===== src/rtl/mult_lane_accumulator.sv =====
// Accumulates packed 16-bit multiplier products into wide per-lane sums over a
// fixed-length job, in one 16-bit lane or two 8-bit lanes, then presents the result.
module mult_lane_accumulator #(
    parameter int ACC_WIDTH = 24,
    parameter int CNT_WIDTH = 8
) (
    input  logic                 clk,
    input  logic                 reset,
    input  logic                 start,
    input  logic [CNT_WIDTH-1:0] len,
    input  logic                 HALF_1,
    input  logic                 C_sign,
    input  logic                 in_valid,
    output logic                 in_ready,
    input  logic [15:0]          C,
    output logic                 out_valid,
    input  logic                 out_ready,
    output logic [ACC_WIDTH-1:0] acc_hi,
    output logic [ACC_WIDTH-1:0] acc_lo,
    output logic                 out_half,
    output logic                 busy
);

    localparam logic [1:0] S_IDLE  = 2'd0;
    localparam logic [1:0] S_ACCUM = 2'd1;
    localparam logic [1:0] S_DONE  = 2'd2;

    localparam logic [CNT_WIDTH-1:0] CNT_ZERO = {CNT_WIDTH{1'b0}};
    localparam logic [CNT_WIDTH-1:0] CNT_ONE  = {{(CNT_WIDTH-1){1'b0}}, 1'b1};
    localparam logic [ACC_WIDTH-1:0] ACC_ZERO = {ACC_WIDTH{1'b0}};

    logic [1:0]           state_r;
    logic [CNT_WIDTH-1:0] cnt_r;
    logic                 sign_r;
    logic                 half_r;
    logic                 out_valid_r;
    logic [ACC_WIDTH-1:0] acc_hi_r;
    logic [ACC_WIDTH-1:0] acc_lo_r;
    logic [ACC_WIDTH-1:0] add_hi_s;
    logic [ACC_WIDTH-1:0] add_lo_s;

    function automatic logic [ACC_WIDTH-1:0] ext16(input logic [15:0] v, input logic sgn);
        ext16 = {{(ACC_WIDTH-16){sgn & v[15]}}, v};
    endfunction

    function automatic logic [ACC_WIDTH-1:0] ext8(input logic [7:0] v, input logic sgn);
        ext8 = {{(ACC_WIDTH-8){sgn & v[7]}}, v};
    endfunction

    // Lane addends for the current beat, shaped by the mode latched at start
    always_comb begin
        add_hi_s = ACC_ZERO;
        add_lo_s = ACC_ZERO;
        if (half_r) begin
            add_hi_s = ext8(C[15:8], sign_r);
            add_lo_s = ext8(C[7:0], sign_r);
        end else begin
            add_hi_s = ext16(C, sign_r);
            add_lo_s = ACC_ZERO;
        end
    end

    // Job control and accumulation; out_valid is registered alongside the DONE transition
    always_ff @(posedge clk) begin
        if (reset) begin
            state_r     <= S_IDLE;
            cnt_r       <= CNT_ZERO;
            sign_r      <= 1'b0;
            half_r      <= 1'b0;
            out_valid_r <= 1'b0;
            acc_hi_r    <= ACC_ZERO;
            acc_lo_r    <= ACC_ZERO;
        end else begin
            case (state_r)
                S_IDLE: begin
                    if (start) begin
                        cnt_r    <= len;
                        half_r   <= HALF_1;
                        sign_r   <= C_sign;
                        acc_hi_r <= ACC_ZERO;
                        acc_lo_r <= ACC_ZERO;
                        if (len == CNT_ZERO) begin
                            state_r     <= S_DONE;
                            out_valid_r <= 1'b1;
                        end else begin
                            state_r <= S_ACCUM;
                        end
                    end
                end
                S_ACCUM: begin
                    if (in_valid) begin
                        acc_hi_r <= acc_hi_r + add_hi_s;
                        acc_lo_r <= acc_lo_r + add_lo_s;
                        cnt_r    <= cnt_r - CNT_ONE;
                        if (cnt_r == CNT_ONE) begin
                            state_r     <= S_DONE;
                            out_valid_r <= 1'b1;
                        end
                    end
                end
                S_DONE: begin
                    // Result stays frozen until the consumer takes it
                    if (out_ready) begin
                        state_r     <= S_IDLE;
                        out_valid_r <= 1'b0;
                    end
                end
                default: begin
                    state_r     <= S_IDLE;
                    out_valid_r <= 1'b0;
                end
            endcase
        end
    end

    assign in_ready  = (state_r == S_ACCUM);
    assign busy      = (state_r != S_IDLE);
    assign out_valid = out_valid_r;
    assign acc_hi    = acc_hi_r;
    assign acc_lo    = acc_lo_r;
    assign out_half  = half_r;

endmodule


===== config.mk =====
export PLATFORM = sky130hd
export DESIGN_NAME = mult_lane_accumulator
export DESIGN_NICKNAME = d
export VERILOG_FILES = /design/src/rtl/mult_lane_accumulator.sv
export SDC_FILE = /design/constraint.sdc
export NUM_CORES = 1
export LEC_CHECK = 0
export ABC_AREA = 1
export CORE_ASPECT_RATIO = 1.1
export CORE_MARGIN = 4
export CORE_UTILIZATION = 55
export CTS_CLUSTER_DIAMETER = 120
export CTS_CLUSTER_SIZE = 30
export DETAILED_ROUTE_END_ITERATION = 6
export DONT_BUFFER_PORTS = 1
export GPL_TIMING_DRIVEN = 0
export PLACE_DENSITY = 0.7
export SLEW_MARGIN = 20
export SYNTH_ARGS = -nofsm -noshare
export SYNTH_HDL_FRONTEND = slang
export SYNTH_SLANG_ARGS = --single-unit

===== constraint.sdc =====
create_clock -name clk -period 3.65 [get_ports clk]
set_input_delay 0.73 -clock clk [delete_from_list [all_inputs] [get_ports clk]]
set_output_delay 0.73 -clock clk [all_outputs]
set_load 0.01 [all_outputs]

==> flow_summary.json <==
{
  "busiest_layer": "met2",
  "ys_seq_area_share_pct": 20.2,
  "drt_first_iter_violations": 360,
  "coreArea_sq_mm": 0.0106,
  "synth_compound_area_share_pct": 12.6,
  "max-vdd-ir-drop_uv": 354,
  "reg2reg_depth": 16,
  "grt_pass1_vias": 5831,
  "synth.distinct_cells": 42,
  "synthXorXnorAreaFrac_pct": 0.434,
  "h-tree-depth": 3,
  "synthAdderAreaFrac_pct": 10.6,
  "p_leak_nw": 3.55,
  "layout-drive-gt1-share_pct": 5.60,
  "yosys_most_used_dff": "dfxtp_1",
  "ant_nets": 0,
  "fp.dieArea_sq_mm": 0.0128,
  "async_reset_ff_share_pct": 0,
  "seqCellArea_sq_mm": 0.00122,
  "io_pins": 83,
  "start_util_pct": 57.2,
  "grt_pass1_wl_mm": 29.5,
  "clock_sinks": 61,
  "syn_to_final_growth_pct": 7.77,
  "nNetsFinal": 1167,
  "yosysWarnings": 0,
  "dp_hpwl_mm": 14.9,
  "post_cts_buffers": 0,
  "die_h_um": 118,
  "die_w_um": 108,
  "drc_errors": 0,
  "drv_slew": 0,
  "syn_area_per_cell_sq_um": 5.63,
  "synthCells": 1075,
  "powerDensity_mw_per_mm2": 469,
  "hold_viol": 0,
  "path_class": "reg2reg",
  "run_status": "finished, final reports clean",
  "synth_top_family_by_area": "simple AND/OR/NAND/NOR gates",
  "syn_area_sq_mm": 0.00605,
  "met1_usage_pct": 36.9,
  "synth_seq_cells": 61,
  "setup_violations": 0,
  "synthMuxAreaShare_pct": 0,
  "min_period_over_period_pct": 85.6,
  "clk_pin_slew_worst_paths_ps": 60,
  "antennaDiodeCount": 0,
  "required_ps": 3840,
  "multiInputGateArea_sq_mm": 0.00400,
  "cts_resized": 0,
  "synthesis.nets": 1156,
  "critPathMaxFanout": 10,
  "dr.pass1.iters": 6,
  "critPathCaptureType": "flop",
  "cap_violations": 0,
  "rsz0062_at_grt": "no",
  "place_area_sq_mm": 0.00623,
  "met2_usage_pct": 48.4,
  "synth_edf_count": 0,
  "via_count": 6316,
  "cts-hold-fix-buffers": 0,
  "worstHoldPathCells": 2,
  "synthSimpleGateAreaFrac_pct": 42.4,
  "finalSetupTns_ps": 0,
  "skew_ps": 8.92,
  "cts_tree": "built",
  "clk_path_buf_depth": 2,
  "drt_wl_total_mm": 18.3,
  "viasPerCell": 5.12,
  "rows": 39,
  "hold_path.class": "reg2reg",
  "period_needed_ps": 3130,
  "cts-root-buf": "clkbuf_16",
  "wl_per_cell_um": 14.9,
  "track_usage_pct": 29.2,
  "grt_max_degree": 16,
  "cts_made_buffers": 9,
  "cp.arrival_ps": 3310,
  "insertion_delay_ps": 330,
  "worstSetupStartpointType": "flop",
  "fin_area_sq_mm": 0.00652,
  "antenna_found_initial": 0,
  "grt-ovfl-total": 0,
  "grt.met3_usage_pct": 8.34,
  "tightestPinTransition_ps": 723,
  "globalplace.congestion": 1.02,
  "fillCellCount": 1166,
  "max_freq_mhz": 320,
  "slew_headroom_pct": 51.8,
  "place.port_buffers": 0
}
==> kinds of logic (layout without fill, tap and decap cells) <==
kind of cell,after synthesis,after routing
AND/OR/NAND/NOR,605,605
buffers and inverters,212,227
AO/OA/AOI/OAI,144,144
flip-flops,61,61
adder cells (fa/ha/maj),50,50
XOR/XNOR,3,3
==> area by class of cell <==
type                       instances  area share (%)
clock buffer                      11            3.72
clock inverter                     4           0.748
tap                              143            2.74
multi-input combinational        802            61.3
sequential                        61            18.7
buffer                            21            1.82
inverter                         191            11.0
==> metrics by stage <==
stage | std cells | hold slack, ps | setup slack (ps) | utilization (%) | power, W
global route | 1233 | 506 | 219 | 61.6 | 0.00329
global placement | 1218 | 463 | 552 | 58.9 | 0.00218
CTS | 1233 | 486 | 565 | 61.6 | 0.00306
detailed placement | 1218 | 476 | 523 | 58.9 | 0.00219
finish | 1233 | 484 | 525 | 61.6 | 0.00306
floorplan | 1075 | 445 | 1110 | - | 0.00185
==> layer usage <==
layer	wire, um	up-vias	part of all wire, %
met1	7940	2754	43
met2	8580	156	47
met5	0	-	0
li1	-	3386	-
met4	347	0	1.9
met3	1460	20	8.0
==> synth_stat cells (7+ instances only) <==
cell | n | area share [%]
nor2_2 | 7 | 0.72
clkbuf_1 | 8 | 0.50
a21oi_1 | 93 | 7.7
buf_2 | 8 | 0.66
nand3b_1 | 11 | 1.4
nand2_2 | 7 | 0.72
o21ai_0 | 24 | 2.0
ha_1 | 48 | 9.9
nand4_1 | 11 | 1.1
nor2_1 | 81 | 5.0
nand3_1 | 62 | 5.1
o21ai_1 | 8 | 0.66
dfxtp_1 | 61 | 20
inv_1 | 186 | 12
nand2_1 | 400 | 25
nor3_1 | 7 | 0.58
==> final timing paths <==
path / from / endpoint / slack [ps]
worst max-delay path: out_half / acc_hi[8] / 520
worst min-delay path: cnt_r[7] / cnt_r[7] / 480
worst max register to register: out_half / acc_hi[8] / 520
worst min register to register: cnt_r[7] / cnt_r[7] / 480
==> state kept, by name, indices dropped and copies added, names as in the netlist <==
register and count:
acc_hi 24, out_half 1, sign_r 1, cnt_r 8, out_valid 1, acc_lo 24, state_r 2
==> critical path, stage by stage, from the launching register on <==
cell and delay, ps:
dfxtp_1 440, buf_2 250, inv_1 120, clkbuf_1 220, nand2_1 100, o21ai_0 90
ha_1 250, fa_1 450, nand2_1 80, inv_1 70, nand2_1 60, nand3_1 180
nand2_1 110, nand2_1 120, or2_2 300, nand3_1 80, a21oi_1 60
==> cell usage in the layout (no fill, tap or decap), types with 3 or more instances in the layout <==
| cell type | n |
|---|---|
| a21oi_1 | 93 |
| inv_1 | 186 |
| nor2_2 | 7 |
| clkbuf_1 | 9 |
| o21ai_1 | 8 |
| or2_2 | 4 |
| nor3_1 | 7 |
| o21ai_0 | 24 |
| nand4_1 | 11 |
| nor2_1 | 81 |
| a31oi_1 | 4 |
| ha_1 | 48 |
| nor2_4 | 3 |
| nand2_1 | 400 |
| inv_2 | 4 |
| buf_6 | 4 |
| a21o_1 | 3 |
| nand3_1 | 62 |
| xor2_1 | 3 |
| nand3b_1 | 11 |
| a211oi_1 | 4 |
| nand2_2 | 7 |
| clkbuf_16 | 9 |
| dfxtp_1 | 61 |
| nand3_2 | 3 |
| buf_2 | 8 |
==> where the power goes <==
group / switching [W] / total [W] / internal (W)
registers: 0.000105 / 0.000857 / 0.000752
logic: 0.000904 / 0.00133 / 0.000426
clock network: 0.000330 / 0.000873 / 0.000543
Power figures use the tool's default switching activity.
